<file path="config.mk">
export PLATFORM = sky130hd
export DESIGN_NAME = cmp_search_initiator
export DESIGN_NICKNAME = d
export VERILOG_FILES = /design/src/rtl/cmp_search_initiator.sv
export SDC_FILE = /design/constraint.sdc
export NUM_CORES = 1
export LEC_CHECK = 0
export BUFFER_PORTS_ARGS = -buffer_cell sky130_fd_sc_hd__buf_2
export CORE_MARGIN = 2
export CORE_UTILIZATION = 58
export DETAILED_ROUTE_END_ITERATION = 7
export PLACE_DENSITY_LB_ADDON = 0.15
export SLEW_MARGIN = 20
export SYNTH_ARGS = -nofsm -noshare
export SYNTH_HDL_FRONTEND = slang
export SYNTH_SLANG_ARGS = --single-unit
</file>
<file path="constraint.sdc">
create_clock -name clk -period 6 [get_ports clk]
set_clock_uncertainty 0.2 [all_clocks]
set_input_delay 0 -clock clk [delete_from_list [all_inputs] [get_ports clk]]
set_output_delay 0 -clock clk [all_outputs]
set_load 0.05 [all_outputs]
</file>
<file path="src/rtl/cmp_search_initiator.sv">
// Binary-search initiator for an external magnitude comparator: walks probe
// values on the comparator b input until the hidden a value is located or ruled out.
module cmp_search_initiator #(
    parameter int WIDTH = 3
) (
    input  logic             clk,
    input  logic             reset,
    input  logic             start,
    input  logic             a_gt_b,
    input  logic             a_lt_b,
    output logic [WIDTH-1:0] probe,
    output logic             probe_valid,
    output logic             busy,
    output logic             done,
    output logic             found,
    output logic             error,
    output logic [WIDTH-1:0] result,
    output logic [WIDTH:0]   probe_count
);

    typedef enum logic [1:0] {
        S_IDLE  = 2'd0,
        S_PROBE = 2'd1,
        S_DONE  = 2'd2
    } state_t;

    state_t           state_q, state_d;
    logic [WIDTH-1:0] lo_q, lo_d;
    logic [WIDTH-1:0] hi_q, hi_d;
    logic             busy_q, busy_d;
    logic             done_q, done_d;
    logic             found_q, found_d;
    logic             error_q, error_d;
    logic [WIDTH-1:0] result_q, result_d;
    logic [WIDTH:0]   cnt_q, cnt_d;

    // Midpoint needs the extra carry bit so lo+hi cannot wrap before the shift.
    logic [WIDTH:0]   sum;
    logic [WIDTH-1:0] mid;

    assign sum = {1'b0, lo_q} + {1'b0, hi_q};
    assign mid = sum[WIDTH:1];

    always_comb begin
        state_d  = state_q;
        lo_d     = lo_q;
        hi_d     = hi_q;
        busy_d   = busy_q;
        done_d   = done_q;
        found_d  = found_q;
        error_d  = error_q;
        result_d = result_q;
        cnt_d    = cnt_q;
        case (state_q)
            S_IDLE, S_DONE: begin
                if (start) begin
                    state_d  = S_PROBE;
                    lo_d     = '0;
                    hi_d     = '1;
                    cnt_d    = '0;
                    busy_d   = 1'b1;
                    done_d   = 1'b0;
                    found_d  = 1'b0;
                    error_d  = 1'b0;
                    result_d = '0;
                end
            end
            S_PROBE: begin
                cnt_d = cnt_q + 1'b1;
                if (a_gt_b && a_lt_b) begin
                    state_d = S_DONE;
                    busy_d  = 1'b0;
                    done_d  = 1'b1;
                    error_d = 1'b1;
                end else if (!a_gt_b && !a_lt_b) begin
                    state_d  = S_DONE;
                    busy_d   = 1'b0;
                    done_d   = 1'b1;
                    found_d  = 1'b1;
                    result_d = mid;
                end else if (a_gt_b) begin
                    // Hitting the range edge ends the search before lo can overflow.
                    if (mid == hi_q) begin
                        state_d = S_DONE;
                        busy_d  = 1'b0;
                        done_d  = 1'b1;
                    end else begin
                        lo_d = mid + 1'b1;
                    end
                end else begin
                    if (mid == lo_q) begin
                        state_d = S_DONE;
                        busy_d  = 1'b0;
                        done_d  = 1'b1;
                    end else begin
                        hi_d = mid - 1'b1;
                    end
                end
            end
            default: begin
                state_d = S_IDLE;
                busy_d  = 1'b0;
            end
        endcase
    end

    always_ff @(posedge clk or posedge reset) begin
        if (reset) begin
            state_q  <= S_IDLE;
            lo_q     <= '0;
            hi_q     <= '0;
            busy_q   <= 1'b0;
            done_q   <= 1'b0;
            found_q  <= 1'b0;
            error_q  <= 1'b0;
            result_q <= '0;
            cnt_q    <= '0;
        end else begin
            state_q  <= state_d;
            lo_q     <= lo_d;
            hi_q     <= hi_d;
            busy_q   <= busy_d;
            done_q   <= done_d;
            found_q  <= found_d;
            error_q  <= error_d;
            result_q <= result_d;
            cnt_q    <= cnt_d;
        end
    end

    assign probe       = busy_q ? mid : '0;
    assign probe_valid = busy_q;
    assign busy        = busy_q;
    assign done        = done_q;
    assign found       = found_q;
    assign error       = error_q;
    assign result      = result_q;
    assign probe_count = cnt_q;

endmodule

</file>
==> impl_metrics.xml, run 1 <==
<?xml version="1.0" encoding="UTF-8"?>
<metrics>
  <group name="yosys">
    <metric name="synthArstFlopShare" unit="">1.00</metric>
    <metric name="ys.flop_type" unit="">sky130_fd_sc_hd__dfrtp_1</metric>
    <metric name="synth.top_cells.by_area" unit="">sky130_fd_sc_hd__dfrtp_1 (44%), sky130_fd_sc_hd__ha_1 (5.8%), sky130_fd_sc_hd__nand2_1 (5.2%)</metric>
    <metric name="synthTopCellsByCount" unit="">sky130_fd_sc_hd__dfrtp_1 (19), sky130_fd_sc_hd__nand2_1 (15), sky130_fd_sc_hd__xor2_1 (6)</metric>
    <metric name="synthAdderAreaFrac" unit="">0.0760</metric>
    <metric name="netlist-cell-type-count" unit="">36</metric>
    <metric name="synth.ff_latch_count" unit="">19</metric>
    <metric name="synth_xor_xnor_area_share" unit="">0.0795</metric>
    <metric name="leading_area_contributor_after_synthesis" unit="">sky130_fd_sc_hd__dfrtp_1</metric>
    <metric name="synth_cells" unit="">105</metric>
    <metric name="synth_top_family_by_area" unit="">simple AND/OR/NAND/NOR gates</metric>
    <metric name="mappedNetlistArea" unit="um^2">1090</metric>
    <metric name="basic_gate_share_of_the_synthesized_area_counting_and_or_nand_and_nor_cells" unit="">0.185</metric>
    <metric name="synthMostInstantiatedCell" unit="">sky130_fd_sc_hd__dfrtp_1</metric>
    <metric name="synth_enable_flop_cells" unit="">0</metric>
    <metric name="netlist.area_leader.share" unit="">0.438</metric>
    <metric name="synth.avg_cell_area" unit="um^2">10.3</metric>
    <metric name="seq_area_frac_synth" unit="">0.438</metric>
    <metric name="yosysWarnings" unit="">0</metric>
    <metric name="synth-compound-area-share" unit="">0.127</metric>
    <metric name="synthesis.nets" unit="">116</metric>
    <metric name="synth.area.mux_share" unit="">0.0588</metric>
  </group>
  <group name="sta">
    <metric name="count_of_endpoints_failing_hold_in_the_final_timing_report" unit="">0</metric>
    <metric name="grt_setup_unrepaired" unit="">no</metric>
    <metric name="worst_pin_slew" unit="ns">0.735</metric>
    <metric name="worst_slew_margin_rel" unit="">0.509</metric>
    <metric name="fmax" unit="MHz">391</metric>
    <metric name="tns" unit="ns">0</metric>
    <metric name="finalSetupViolCount" unit="">0</metric>
    <metric name="finalCritPeriodShare" unit="">0.427</metric>
    <metric name="layout_min_cycle_time" unit="ns">2.56</metric>
    <metric name="slew_violations" unit="">0</metric>
    <metric name="fin_hold_ws" unit="ns">0.149</metric>
    <metric name="layout_setup_ws" unit="ns">3.44</metric>
  </group>
  <group name="clock_tree">
    <metric name="clkSlewWorstSetupHoldPaths" unit="ns">0.11</metric>
    <metric name="worst_skew_pair.late_latency" unit="ns">0.30</metric>
    <metric name="cts-buffers-inserted" unit="">3</metric>
    <metric name="tritoncts" unit="">yes</metric>
    <metric name="post-cts-setup-buffer-count" unit="">0</metric>
    <metric name="cts_buffer_depth" unit="">2</metric>
    <metric name="postCtsResizedCells" unit="">0</metric>
    <metric name="cts-root-buf" unit="">sky130_fd_sc_hd__clkbuf_4</metric>
    <metric name="htree_num_levels" unit="">1</metric>
    <metric name="clock_sink_count" unit="">19</metric>
  </group>
  <group name="layout">
    <metric name="num-nets-final" unit="">141</metric>
    <metric name="synthToLayoutAreaGrowth" unit="%">16.9</metric>
    <metric name="n_antenna_cell" unit="">0</metric>
    <metric name="instances_no_fill" unit="">154</metric>
    <metric name="layout-drive-gt1-share" unit="">0.256</metric>
  </group>
  <group name="place">
    <metric name="detailed_place_hpwl" unit="mm">1.55</metric>
    <metric name="finalWeightedCongestion" unit="">0.809</metric>
    <metric name="buffer_ports.inserted" unit="">19</metric>
    <metric name="detailedPlace.worstSlack" unit="ns">3.46</metric>
    <metric name="placed_cells_incl_taps" unit="">145</metric>
  </group>
  <group name="worst_setup_path">
    <metric name="crit_path_cell_trace" unit="">and2_1 &gt; fa_1 &gt; xor2_1 &gt; a31oi_1 &gt; a31oi_2 &gt; nor2_2 &gt; mux2_2</metric>
    <metric name="worst_setup_path_start_kind" unit="">register</metric>
    <metric name="setup.worst_path.class" unit="">reg2reg</metric>
    <metric name="cp_slowest_cell" unit="">sky130_fd_sc_hd__fa_1</metric>
    <metric name="worstReg2RegStart" unit="">hi_q[0]$_DFFE_PP0P_</metric>
    <metric name="crit_path_max_fanout" unit="">7</metric>
    <metric name="timing.critical_path.to" unit="">hi_q[2]$_DFFE_PP0P_</metric>
    <metric name="worst-r2r-setup-slack" unit="ns">3.44</metric>
    <metric name="cp.arrival" unit="ns">2.55</metric>
    <metric name="end_kind" unit="">register</metric>
    <metric name="rr_endpoint" unit="">hi_q[2]$_DFFE_PP0P_</metric>
    <metric name="timing.critical_path.from" unit="">hi_q[0]$_DFFE_PP0P_</metric>
    <metric name="worst-endpoint-required" unit="ns">5.99</metric>
    <metric name="reg2regPathDepth" unit="">7</metric>
    <metric name="timing.critical_path.slowest_cell_delay" unit="ns">0.57</metric>
  </group>
  <group name="routing">
    <metric name="routed-via-count" unit="">837</metric>
    <metric name="avgViaCountPerCell" unit="">5.44</metric>
    <metric name="dr_wl_met2" unit="mm">1.03</metric>
    <metric name="maxUsedRoutingLayer" unit="">met4</metric>
    <metric name="drt-total-wl" unit="mm">2.13</metric>
    <metric name="drt-pass1-iter-count" unit="">4</metric>
    <metric name="count_of_antenna_violating_nets_left_after_detailed_routing" unit="">0</metric>
    <metric name="dr.first_iter.drc_count" unit="">6</metric>
    <metric name="detail_route.wirelength.met1" unit="mm">1.01</metric>
    <metric name="dr_wl_met3" unit="um">76</metric>
    <metric name="routed_wire_length_per_instance" unit="um">13.8</metric>
    <metric name="detailed_route_drc_error_count" unit="">0</metric>
  </group>
  <group name="run_status">
    <metric name="run_status" unit="">finished, final reports clean</metric>
  </group>
  <group name="grt">
    <metric name="antenna_found_initial" unit="">0</metric>
    <metric name="global_route.overflow_total" unit="">0</metric>
    <metric name="largest_net_degree_at_the_start_of_global_routing" unit="">20</metric>
    <metric name="first_global_vias" unit="">745</metric>
    <metric name="global_route_wire_length_before_repair" unit="mm">3.39</metric>
    <metric name="globalRouteTotalUtil" unit="">0.227</metric>
  </group>
  <group name="die">
    <metric name="floorplan.die.width" unit="um">47.3</metric>
    <metric name="floorplan.core_area" unit="um^2">1750</metric>
    <metric name="initial_utilization" unit="">0.622</metric>
    <metric name="num_rows" unit="">15</metric>
    <metric name="ioPinCount" unit="">20</metric>
    <metric name="die_h" unit="um">47.3</metric>
    <metric name="die-area" unit="um^2">2230</metric>
  </group>
  <group name="run">
    <metric name="cap_violations" unit="">0</metric>
  </group>
  <group name="min_path">
    <metric name="worst_hold_path_type" unit="">in2async</metric>
  </group>
</metrics>
## flip-flops by register name, indices dropped and copies added, names as in the netlist
signal,count
error,1
state_q,2
result,3
found,1
probe_count,4
done,1
busy,1
lo_q,3
hi_q,3
## cell usage in the layout (no fill, tap or decap), types with 4 or more instances in the layout
master                          netlist  routed
sky130_fd_sc_hd__buf_2                1      19
sky130_fd_sc_hd__xor2_1               6       6
sky130_fd_sc_hd__dlygate4sd3_1        0       5
sky130_fd_sc_hd__o21ai_0              5       5
sky130_fd_sc_hd__dfrtp_1             19      19
sky130_fd_sc_hd__nor2_1               4       4
sky130_fd_sc_hd__ha_1                 5       5
sky130_fd_sc_hd__inv_1                5       5
sky130_fd_sc_hd__nand2_1             15      15
sky130_fd_sc_hd__nand3_1              4       4
## layout make-up
| class | count | area, um^2 |
|---|---|---|
| Multi-Input combinational cell | 77 | 572 |
| Fill cell | 132 | 475 |
| Tap cell | 25 | 31.3 |
| Clock inverter | 1 | 5.00 |
| Inverter | 5 | 18.8 |
| Clock buffer | 3 | 22.5 |
| Sequential cell | 19 | 475 |
| Timing Repair Buffer | 24 | 145 |
## how the worst min path moves through the flow
stage,startpoint,to,cells after the start
after global placement,reset,probe_count[3]$_DFFE_PP0P_,2
after CTS,reset,probe_count[1]$_DFFE_PP0P_,3
final,reset,probe_count[3]$_DFFE_PP0P_,3
after floorplan,reset,busy$_DFFE_PP0P_,1
after global routing,reset,probe_count[1]$_DFFE_PP0P_,3
after detailed placement,reset,probe_count[1]$_DFFE_PP0P_,2
## per-layer routing
layer / GRT usage / vias up
li1: - / 408
met1: 0.285 / 405
met2: 0.357 / 22
met3: 0.0654 / 2
met4: 0.111 / 0
met5: 0 / -
## cells by family after synthesis
group / Yosys count
AND/OR/NAND/NOR: 38
flip-flops: 19
AO/OA/AOI/OAI: 18
XOR/XNOR: 9
buffers and inverters: 9
multiplexers: 6
adder cells (fa/ha/maj): 6
## metrics by stage
stage | area, um^2 | util
after floorplan | 1090 | -
after global placement | 1190 | 0.683
after detailed placement | 1190 | 0.683
after CTS | 1270 | 0.728
after global routing | 1270 | 0.728
final | 1270 | 0.728
## critical path, delay by kind of cell, from the launching register on
kind	cells	cell delay (ns)
AO/OA/AOI/OAI	2	0.34
XOR/XNOR	1	0.21
adder cells (fa/ha/maj)	1	0.57
flip-flops	1	0.43
multiplexers	1	0.35
AND/OR/NAND/NOR	2	0.36
## timing repair
action | 4_1_cts | 5_1_grt
hold buffers | 5 | 0
setup endpoints to repair | 0 | 0
endpoints found under the hold margin | 31 | 0
Power of run 1 is not shown: default switching activity piles up to over one toggle a cycle in this logic, so the estimate is an artifact.
==> inputs of run 2 (changes only) <==
--- a/config.mk
+++ b/config.mk
@@ -7,7 +7,7 @@
 export LEC_CHECK = 0
 export BUFFER_PORTS_ARGS = -buffer_cell sky130_fd_sc_hd__buf_2
 export CORE_MARGIN = 2
-export CORE_UTILIZATION = 58
+export CORE_UTILIZATION = 54
 export DETAILED_ROUTE_END_ITERATION = 7
 export PLACE_DENSITY_LB_ADDON = 0.15
 export SLEW_MARGIN = 20
==> constraint.sdc (replaced) <==
create_clock -name clk -period 2.58 [get_ports clk]
set_clock_uncertainty 0.2 [all_clocks]
set_input_delay 0 -clock clk [delete_from_list [all_inputs] [get_ports clk]]
set_output_delay 0 -clock clk [all_outputs]
set_load 0.05 [all_outputs]
==> impl_metrics.xml, run 2 (same netlist as run 1, synthesis figures left out) <==
<?xml version="1.0" encoding="UTF-8"?>
<metrics>
  <group name="grt">
    <metric name="globalRouteTotalUtil" unit="">0.206</metric>
    <metric name="global_route.overflow_total" unit="">0</metric>
    <metric name="antenna_found_initial" unit="">0</metric>
    <metric name="largest_net_degree_at_the_start_of_global_routing" unit="">20</metric>
    <metric name="global_route_wire_length_before_repair" unit="mm">3.84</metric>
    <metric name="first_global_vias" unit="">887</metric>
  </group>
  <group name="routing">
    <metric name="drt-pass1-iter-count" unit="">4</metric>
    <metric name="dr.first_iter.drc_count" unit="">8</metric>
    <metric name="routed-via-count" unit="">858</metric>
    <metric name="avgViaCountPerCell" unit="">5.30</metric>
    <metric name="count_of_antenna_violating_nets_left_after_detailed_routing" unit="">0</metric>
    <metric name="drt-total-wl" unit="mm">2.24</metric>
    <metric name="routed_wire_length_per_instance" unit="um">13.8</metric>
    <metric name="detailed_route_drc_error_count" unit="">0</metric>
    <metric name="dr_wl_met2" unit="mm">1.12</metric>
    <metric name="maxUsedRoutingLayer" unit="">met4</metric>
    <metric name="dr_wl_met3" unit="um">65</metric>
    <metric name="detail_route.wirelength.met1" unit="um">984</metric>
  </group>
  <group name="sta">
    <metric name="grt_setup_unrepaired" unit="">no</metric>
    <metric name="count_of_endpoints_failing_hold_in_the_final_timing_report" unit="">0</metric>
    <metric name="finalCritPeriodShare" unit="">0.961</metric>
    <metric name="layout_min_cycle_time" unit="ns">2.48</metric>
    <metric name="fmax" unit="MHz">403</metric>
    <metric name="worst_slew_margin_rel" unit="">0.521</metric>
    <metric name="tns" unit="ns">0</metric>
    <metric name="finalSetupViolCount" unit="">0</metric>
    <metric name="worst_pin_slew" unit="ns">0.717</metric>
    <metric name="slew_violations" unit="">0</metric>
  </group>
  <group name="layout">
    <metric name="most_frequent_cells_in_the_layout" unit="">sky130_fd_sc_hd__dfrtp_1 (19), sky130_fd_sc_hd__buf_2 (19), sky130_fd_sc_hd__nand2_1 (15)</metric>
    <metric name="synthToLayoutAreaGrowth" unit="%">22.1</metric>
    <metric name="n_antenna_cell" unit="">0</metric>
    <metric name="largest_register_ffs" unit="">4</metric>
    <metric name="instances_no_fill" unit="">162</metric>
    <metric name="layout-drive-gt1-share" unit="">0.296</metric>
    <metric name="num-nets-final" unit="">147</metric>
    <metric name="final_util" unit="">0.690</metric>
  </group>
  <group name="die">
    <metric name="floorplan.core_area" unit="um^2">1920</metric>
    <metric name="die_h" unit="um">48.8</metric>
    <metric name="num_rows" unit="">16</metric>
    <metric name="ioPinCount" unit="">20</metric>
    <metric name="die-area" unit="um^2">2390</metric>
    <metric name="initial_utilization" unit="">0.565</metric>
    <metric name="floorplan.die.width" unit="um">48.8</metric>
  </group>
  <group name="clock_tree">
    <metric name="cts_buffer_depth" unit="">2</metric>
    <metric name="clock_sink_count" unit="">19</metric>
    <metric name="tritoncts" unit="">yes</metric>
    <metric name="clkSlewWorstSetupHoldPaths" unit="ns">0.11</metric>
    <metric name="worst_skew_pair.late_latency" unit="ns">0.29</metric>
    <metric name="cts-buffers-inserted" unit="">3</metric>
    <metric name="htree_num_levels" unit="">1</metric>
    <metric name="cts-root-buf" unit="">sky130_fd_sc_hd__clkbuf_4</metric>
  </group>
  <group name="worst_setup_path">
    <metric name="timing.critical_path.slowest_cell_delay" unit="ns">0.58</metric>
    <metric name="worst-endpoint-required" unit="ns">2.62</metric>
    <metric name="cp.arrival" unit="ns">2.52</metric>
    <metric name="crit_path_max_fanout" unit="">4</metric>
    <metric name="reg2regPathDepth" unit="">7</metric>
    <metric name="crit_path_cell_trace" unit="">and2_4 &gt; fa_2 &gt; xor2_1 &gt; a31oi_1 &gt; o211ai_1 &gt; a2111oi_2 &gt; a21o_1</metric>
    <metric name="setup.worst_path.class" unit="">reg2reg</metric>
    <metric name="worst_setup_path_start_kind" unit="">register</metric>
    <metric name="rr_endpoint" unit="">state_q[1]$_DFFE_PP0P_</metric>
    <metric name="end_kind" unit="">register</metric>
    <metric name="worstReg2RegStart" unit="">hi_q[0]$_DFFE_PP0P_</metric>
    <metric name="worst-r2r-setup-slack" unit="ns">0.10</metric>
    <metric name="cp_slowest_cell" unit="">sky130_fd_sc_hd__fa_2</metric>
  </group>
  <group name="place">
    <metric name="buffer_ports.inserted" unit="">19</metric>
    <metric name="detailed_place_hpwl" unit="mm">1.62</metric>
    <metric name="finalWeightedCongestion" unit="">0.810</metric>
    <metric name="placed_cells_incl_taps" unit="">150</metric>
  </group>
  <group name="run_status">
    <metric name="run_status" unit="">finished, final reports clean</metric>
  </group>
  <group name="min_path">
    <metric name="worst_hold_path_type" unit="">in2async</metric>
  </group>
  <group name="run">
    <metric name="cap_violations" unit="">0</metric>
  </group>
</metrics>
==> run 2: cell count changes in the layout (fill, tap and decap cells not counted) <==
cell                       change
sky130_fd_sc_hd__buf_4         +6
sky130_fd_sc_hd__and2_1        -1
sky130_fd_sc_hd__and2_4        +1
sky130_fd_sc_hd__clkbuf_1      +1
sky130_fd_sc_hd__clkinv_2      -1
sky130_fd_sc_hd__fa_1          -1
sky130_fd_sc_hd__fa_2          +1
sky130_fd_sc_hd__nor2_2        -1
sky130_fd_sc_hd__nor2_4        +1
==> run 2: worst max-delay path by stage <==
stage                   startpoint                      to  slack [ns]  cells after the start
6_report       hi_q[0]$_DFFE_PP0P_  state_q[1]$_DFFE_PP0P_        0.10                      7
5_1_grt        hi_q[0]$_DFFE_PP0P_  state_q[1]$_DFFE_PP0P_       0.008                      7
4_1_cts        hi_q[0]$_DFFE_PP0P_     hi_q[1]$_DFFE_PP0P_        0.02                      7
3_5_place_dp   hi_q[0]$_DFFE_PP0P_     hi_q[1]$_DFFE_PP0P_        0.04                      7
3_3_place_gp   hi_q[0]$_DFFE_PP0P_     hi_q[0]$_DFFE_PP0P_        0.14                      7
2_1_floorplan  hi_q[0]$_DFFE_PP0P_     hi_q[0]$_DFFE_PP0P_        0.18                      7
==> run 2: stage by stage <==
stage,hold WS (ns),instance area (um^2),worst slack [ns]
after floorplan,-0.249,1090,0.180
after global placement,-0.0565,1220,0.136
after detailed placement,-0.0549,1220,0.0392
after CTS,0.172,1290,0.0153
after global routing,0.244,1330,0.00789
final,0.174,1330,0.100
==> run 2: repair_timing <==
item / CTS / global route
setup endpoints to repair: 0 / 6
setup buffers: 0 / 3
resized for setup: 0 / 3
hold buffers: 5 / 0
hold endpoints to repair: 31 / 0
==> run 2: area by class of cell <==
cell class	instances	area [um^2]
sequential	19	475
fill	160	596
clock buffer	4	26.3
timing repair buffer	30	190
multi-input combinational	77	582
tap	27	33.8
inverter	5	18.8
==> run 2: per-layer routing <==
metal,vias to the layer above,track usage
li1,421,-
met1,409,0.256
met2,19,0.361
met3,9,0.0245
met4,0,0.0905
met5,-,0
==> run 2: worst max-delay path, delay by kind of cell (launching register included) <==
kind	cells	cell delay (ns)
AOI/OAI and AO/OA	4	0.95
xor gates and xnor gates	1	0.09
adders and majority gates	1	0.58
DFF	1	0.43
and+or+nand+nor	1	0.18
Power of run 2 is left out for the same reason.
